$ cat src/rtl/grf_wb_arbiter.sv
// Register-file write-port arbiter: pipeline W-stage writes win, MDU results wait in a 4-entry in-order FIFO.
// Define GRF_WB_FWD_EN to forward the youngest queued write data for q_a on q_data.
module grf_wb_arbiter (
    input  logic        clk,
    input  logic        reset,
    input  logic        w_valid,
    input  logic [4:0]  w_a3,
    input  logic [31:0] w_wd,
    input  logic [31:0] w_pc,
    input  logic        m_valid,
    output logic        m_ready,
    input  logic [4:0]  m_a3,
    input  logic [31:0] m_wd,
    input  logic [31:0] m_pc,
    output logic        grf_we,
    output logic [4:0]  grf_a3,
    output logic [31:0] grf_wd,
    output logic [31:0] grf_pc,
    input  logic [4:0]  q_a,
    output logic        q_pend,
    output logic [31:0] q_data,
    output logic [2:0]  fifo_cnt
);

    logic [4:0]  r_fifo_a3 [0:3];
    logic [31:0] r_fifo_wd [0:3];
    logic [31:0] r_fifo_pc [0:3];
    logic [1:0]  r_head;
    logic [1:0]  r_tail;
    logic [2:0]  r_cnt;

    logic w_wr_eff;
    logic w_pop;
    logic w_push;

    // m_ready depends only on the registered count, never on this cycle's inputs.
    assign m_ready  = (r_cnt != 3'd4);
    assign fifo_cnt = r_cnt;

    assign w_wr_eff = w_valid && (w_a3 != 5'd0);
    assign w_pop    = !w_wr_eff && (r_cnt != 3'd0);
    assign w_push   = m_valid && m_ready && (m_a3 != 5'd0);

    always_ff @(posedge clk) begin
        if (reset) begin
            r_head <= 2'd0;
            r_tail <= 2'd0;
            r_cnt  <= 3'd0;
            grf_we <= 1'b0;
            grf_a3 <= 5'd0;
            grf_wd <= 32'd0;
            grf_pc <= 32'd0;
        end else begin
            if (w_wr_eff) begin
                grf_we <= 1'b1;
                grf_a3 <= w_a3;
                grf_wd <= w_wd;
                grf_pc <= w_pc;
            end else if (w_pop) begin
                grf_we <= 1'b1;
                grf_a3 <= r_fifo_a3[r_head];
                grf_wd <= r_fifo_wd[r_head];
                grf_pc <= r_fifo_pc[r_head];
            end else begin
                grf_we <= 1'b0;
            end
            if (w_pop) begin
                r_head <= r_head + 2'd1;
            end
            if (w_push) begin
                r_tail <= r_tail + 2'd1;
            end
            r_cnt <= r_cnt + {2'b00, w_push} - {2'b00, w_pop};
        end
    end

    // Storage needs no reset: entries are only observed through the head/count window.
    always_ff @(posedge clk) begin
        if (!reset && w_push) begin
            r_fifo_a3[r_tail] <= m_a3;
            r_fifo_wd[r_tail] <= m_wd;
            r_fifo_pc[r_tail] <= m_pc;
        end
    end

    logic [1:0] w_pend_idx;
    always_comb begin
        q_pend     = 1'b0;
        w_pend_idx = 2'd0;
        for (int k = 0; k < 4; k++) begin
            w_pend_idx = r_head + 2'(k);
            if ((3'(k) < r_cnt) && (q_a != 5'd0) && (r_fifo_a3[w_pend_idx] == q_a)) begin
                q_pend = 1'b1;
            end
        end
    end

`ifdef GRF_WB_FWD_EN
    // Walk oldest to youngest so the last match (youngest) wins.
    logic [1:0]  w_fwd_idx;
    logic [31:0] w_fwd_data;
    always_comb begin
        w_fwd_data = 32'd0;
        w_fwd_idx  = 2'd0;
        for (int k = 0; k < 4; k++) begin
            w_fwd_idx = r_head + 2'(k);
            if ((3'(k) < r_cnt) && (q_a != 5'd0) && (r_fifo_a3[w_fwd_idx] == q_a)) begin
                w_fwd_data = r_fifo_wd[w_fwd_idx];
            end
        end
    end
    assign q_data = w_fwd_data;
`else
    assign q_data = 32'd0;
`endif

endmodule

$ cat config.mk
export PLATFORM = sky130hd
export DESIGN_NAME = grf_wb_arbiter
export DESIGN_NICKNAME = d
export VERILOG_FILES = /design/src/rtl/grf_wb_arbiter.sv
export SDC_FILE = /design/constraint.sdc
export NUM_CORES = 1
export LEC_CHECK = 0
export ABC_AREA = 1
export CAP_MARGIN = 40
export CORE_UTILIZATION = 45
export CTS_CLUSTER_SIZE = 20
export DETAILED_ROUTE_END_ITERATION = 16
export HOLD_SLACK_MARGIN = 0.1
export PLACE_DENSITY = 0.7
export SYNTH_ARGS = -nofsm -noshare
export SYNTH_HDL_FRONTEND = slang
export SYNTH_SLANG_ARGS = --single-unit
$ cat constraint.sdc
create_clock -name clk -period 4.5 [get_ports clk]
set_input_delay 0.675 -clock clk [delete_from_list [all_inputs] [get_ports clk]]
set_output_delay 0.675 -clock clk [all_outputs]
set_load 0.02 [all_outputs]
After elaboration in Yosys (flattened, before gate mapping)
Memory sizes are Yosys's and may differ from the RTL's. A register that Yosys moved wholly into a read port is not among the register bits.
Cells that the tools add are included.
{"block": "word_totals", "register_bits": 77, "ram_bits": 276, "in_bits": 147, "out_inout_bits": 107, "elab_cells": 65, "memories": 3}
{"block": "op_classes", "add_sub_neg": 6, "magnitude_cmp": 4, "eq_ne": 5, "mux": 20, "reduce_logical": 20}
{"name": "r_fifo_pc", "words": 4, "word_bits": 32, "rd": 1, "rd_ports_with_merged_regs": 1, "write_ports": 1, "line": "27", "rtl": "logic [31:0] r_fifo_pc [0:3];"}
{"name": "r_fifo_wd", "words": 4, "word_bits": 32, "rd": 1, "rd_ports_with_merged_regs": 1, "write_ports": 1, "line": "26", "rtl": "logic [31:0] r_fifo_wd [0:3];"}
{"name": "r_fifo_a3", "words": 4, "word_bits": 5, "rd": 4, "rd_ports_with_merged_regs": 1, "write_ports": 1, "line": "25", "rtl": "logic [4:0] r_fifo_a3 [0:3];"}
{"cell": "$mux 32", "n": 4}
{"cell": "$eq 5x5->1", "n": 4}
{"cell": "$reduce_bool 5->1", "n": 3}
{"cell": "$logic_and 1x1->1", "n": 13}
{"cell": "$mux 2", "n": 6}
{"cell": "$mux 5", "n": 2}
{"cell": "$mux 1", "n": 8}
{"cell": "$lt 1x3->1 const A", "n": 2}
{"cell": "$lt 2x3->1 const A", "n": 2}
{"cell": "$add 2x1->2 const B", "n": 2}
{"cell": "$add 2x2->2 const B", "n": 2}
{"cell": "$add 3x1->3", "n": 1}
{"cell": "$ne 3x3->1 const B", "n": 1}
{"cell": "$reduce_bool 3->1", "n": 1}
{"cell": "$sub 3x1->3", "n": 1}
{"cell": "$logic_not 1->1", "n": 2}
{"cell": "$reduce_bool 2->1", "n": 1}

Depth between registers and ports, before layout
{"block": "depth", "depth_word": 7, "ltp_mapped": 14, "depth_no_buf": 13}

Worst setup path before layout
Ideal clock, no wire load.
{"block": "synth_timing", "path_kind": "input to register", "from": "input reset", "to": "memory r_fifo_a3[0][0], enable pin", "setup_ns": 0.497, "arrival_ns": 4.055, "required_time_ns": 4.003, "setup_slack_ns": -0.051, "cell_stages": 4, "path_buffers": 1, "cell_sequence": "inv_1 -> clkbuf_1 -> nand3_1 -> nor2_1"}
{"block": "synth_via", "elab_chain_len": 4}
{"element": "start: declaration", "line": "5", "rtl": "input logic reset,"}
{"element": "$logic_not 1->1", "line": "79", "rtl": "if (!reset && w_push) begin"}
{"element": "$logic_and 1x1->1", "line": "79"}
{"element": "$mux 1", "line": "79"}
{"element": "$mux 1 (implied by the code)", "line": "80", "rtl": "r_fifo_a3[r_tail] <= m_a3;"}
{"element": "end: declaration", "line": "25"}
No other way between the ends.

==> out/metrics.yaml <==
outcome:
  status: "finished, final reports clean"
setup_path:
  reg2reg_slack_ns: 2.06
  cp-end-kind: "output pin"
  r2r_end: "grf_wd[6]"
  start_kind: "register"
  worstSetupPathType: "reg -> out"
  rr_worst_depth: 5
  required_ns: 3.83
  crit_arrival_ns: 3.15
  path_max_fanout: 74
synthesis:
  ys_seq_elements: 355
  yosysTopAreaCellShare: 0.549
  syn_inst: 1469
  synth-seq-area-share: 0.654
  syn_area_um2: 15100
  synth_cell_type_count: 38
  synth-edff-count: 276
  synth_area_leaders: "edfxtp_1 (55%), dfxtp_1 (10%), nand2_1 (10%)"
  synthArstFlopShare: 0
  yosysWarningCount: 0
  ys.flop_type: "edfxtp_1"
  syn_avg_cell_area_um2: 10.3
  yosysTopAreaCell: "edfxtp_1"
place:
  place_hpwl_um: 22700
  pre_cts_ws_ns: 1.16
  dpl.cell_count: 2070
  portBuffers: 221
  gp_congestion: 0.882
clocking:
  cts_tree: "done"
  clock_path_buffers: 3
  root_buffer: "clkbuf_16"
  cts_sinks: 355
  cts_resized: 0
  cts_setup_buffers: 0
  worstSkewPairLatency_ns: 0.52
  clkTransAtPathRegs_ns: 0.06
  hold_buffers: 0
  cts_made_buffers: 39
  htreeDepth: 2
hold_path:
  min_to: "grf_pc[23]"
  worstHoldStart: "grf_pc[23]"
  hold_depth: 2
  min_path_type: "reg -> reg"
global_routing:
  antenna_found_initial: 3
  first_global_vias: 10618
  grt.overflow.total: 0
  grt_max_degree: 75
  grt_usage: 0.215
  grt_first_pass_wirelength_um: 56500
power:
  p_total_w: 0.0100
  p_leak_nw: 7.22
  power_density_nw_per_um2: 535
  max-vdd-ir-drop_mv: 0.330
floorplanning:
  core-area_um2: 32800
  start_util: 0.461
  boundaryPins: 254
  rows: 66
  die_h_um: 185
  die_area_um2: 34300
  die_x_um: 185
sta:
  grt_setup_unrepaired: "false"
  hold_violations: 0
  layout_setup_ws_ns: 0.679
  drv_slew: 0
  slew_headroom: 0.402
  clock-skew-final_ns: 0.0177
  fin_crit_ns: 3.82
  tightest_slew_ns: 0.896
  tns_ns: 0
  finalSetupViolCount: 0
  fin_hold_ws_ns: 0.482
  fin_crit_sh: 0.849
  max_freq_mhz: 262
route:
  drt-initial-drc-count: 808
  vias: 10999
  drc_errors: 0
  drt-pass1-iter-count: 5
  wirelength_um: 37100
  drtAntennaViolNets: 0
  wire_per_inst_um: 17.3
  via_per_inst: 5.13
finish:
  layout_common_cells: "nand2_1 (416), edfxtp_1 (276), clkdlybuf4s50_1 (221)"
  multi_input_area_um2: 4330
  seq_area_um2: 9870
  nNetsFinal: 1825
  area_growth_pct: 24.0
  mostFrequentLayoutCell: "nand2_1"
  drive_above_1_share: 0.0594
  fill_cells: 2755
  instances_no_fill: 2142
run:
  maxCapViolCount: 0
## stage by stage
step	cell area, um^2	utilization
global route	18700	0.571
finish	18700	0.571
CTS	18700	0.571
global placement	17400	0.532
detailed placement	17400	0.532
floorplan	15200	-
## registers in the layout (all words and copies together) (netlist names), named ones only
signal and count:
fifo_cnt 3, grf_a3 5, grf_pc 32, grf_wd 32
grf_we 1, r_fifo_a3 20, r_fifo_pc 128, r_fifo_wd 128
r_head 2, r_tail 2
## synth_stat cells, types with 26 or more instances
master / count
buf_2: 26
o22ai_1: 27
edfxtp_1: 276
nand2_1: 416
nor2_1: 111
o21ai_1: 35
inv_1: 71
o21ai_0: 135
dfxtp_1: 79
buf_4: 43
nand3_1: 89
a21oi_1: 68
## per-layer routing
layer / GRT usage / part of all wire
met5: 0 / 0.00030
met4: 0.0625 / 0.019
met3: 0.0366 / 0.058
met2: 0.383 / 0.51
met1: 0.268 / 0.41
## how the worst max path moves through the flow
| stage | startpoint | end | slack, ns | depth (start not counted) |
|---|---|---|---|---|
| global placement | q_a[1] | q_pend | 1.14 | 10 |
| CTS | register | q_pend | 0.62 | 11 |
| global route | register | q_pend | 0.51 | 11 |
| floorplan | reset | r_fifo_a3[0][0] | -0.05 | 4 |
| finish | register | q_pend | 0.68 | 11 |
| detailed placement | register | q_pend | 1.16 | 11 |
## worst max-delay path: stages, from the launching register on
cell and delay (ns):
dfxtp_4 0.84, inv_4 0.31, nand2_1 0.14, nand3_1 0.10
nand3_1 0.16, o21ai_0 0.10, nor2_1 0.10, nand3_1 0.08
nand2_1 0.07, inv_1 0.04, nand2_1 0.05, clkdlybuf4s50_1 0.59
## report_power, final
part | internal (W) | switching (W)
clock network | 0.00190 | 0.00124
registers | 0.00386 | 0.000214
logic | 0.000992 | 0.00182
total | 0.00675 | 0.00327
## cell families (layout without fill, tap and decap cells)
family,count (synthesis),in the layout,share of synthesized area
AO/OA/AOI/OAI,281,281,0.0996
XOR/XNOR,1,1,0.000580
adder cells (fa/ha/maj),9,9,0.00795
buffers and inverters,192,391,0.0696
flip-flops,355,355,0.654
multiplexers,4,4,0.00265
other,1,33,0.000248
AND/OR/NAND/NOR,626,626,0.166
## area by class of cell
type | count | share of cell area
Inverter | 79 | 0.0161
Timing Repair Buffer | 241 | 0.127
Tap cell | 442 | 0.0295
Sequential cell | 355 | 0.527
Clock inverter | 15 | 0.00969
Antenna cell | 1 | 0.000134
Multi-Input combinational cell | 953 | 0.231
Clock buffer | 56 | 0.0593
No activity file was read; power rests on OpenSTA's default activity.
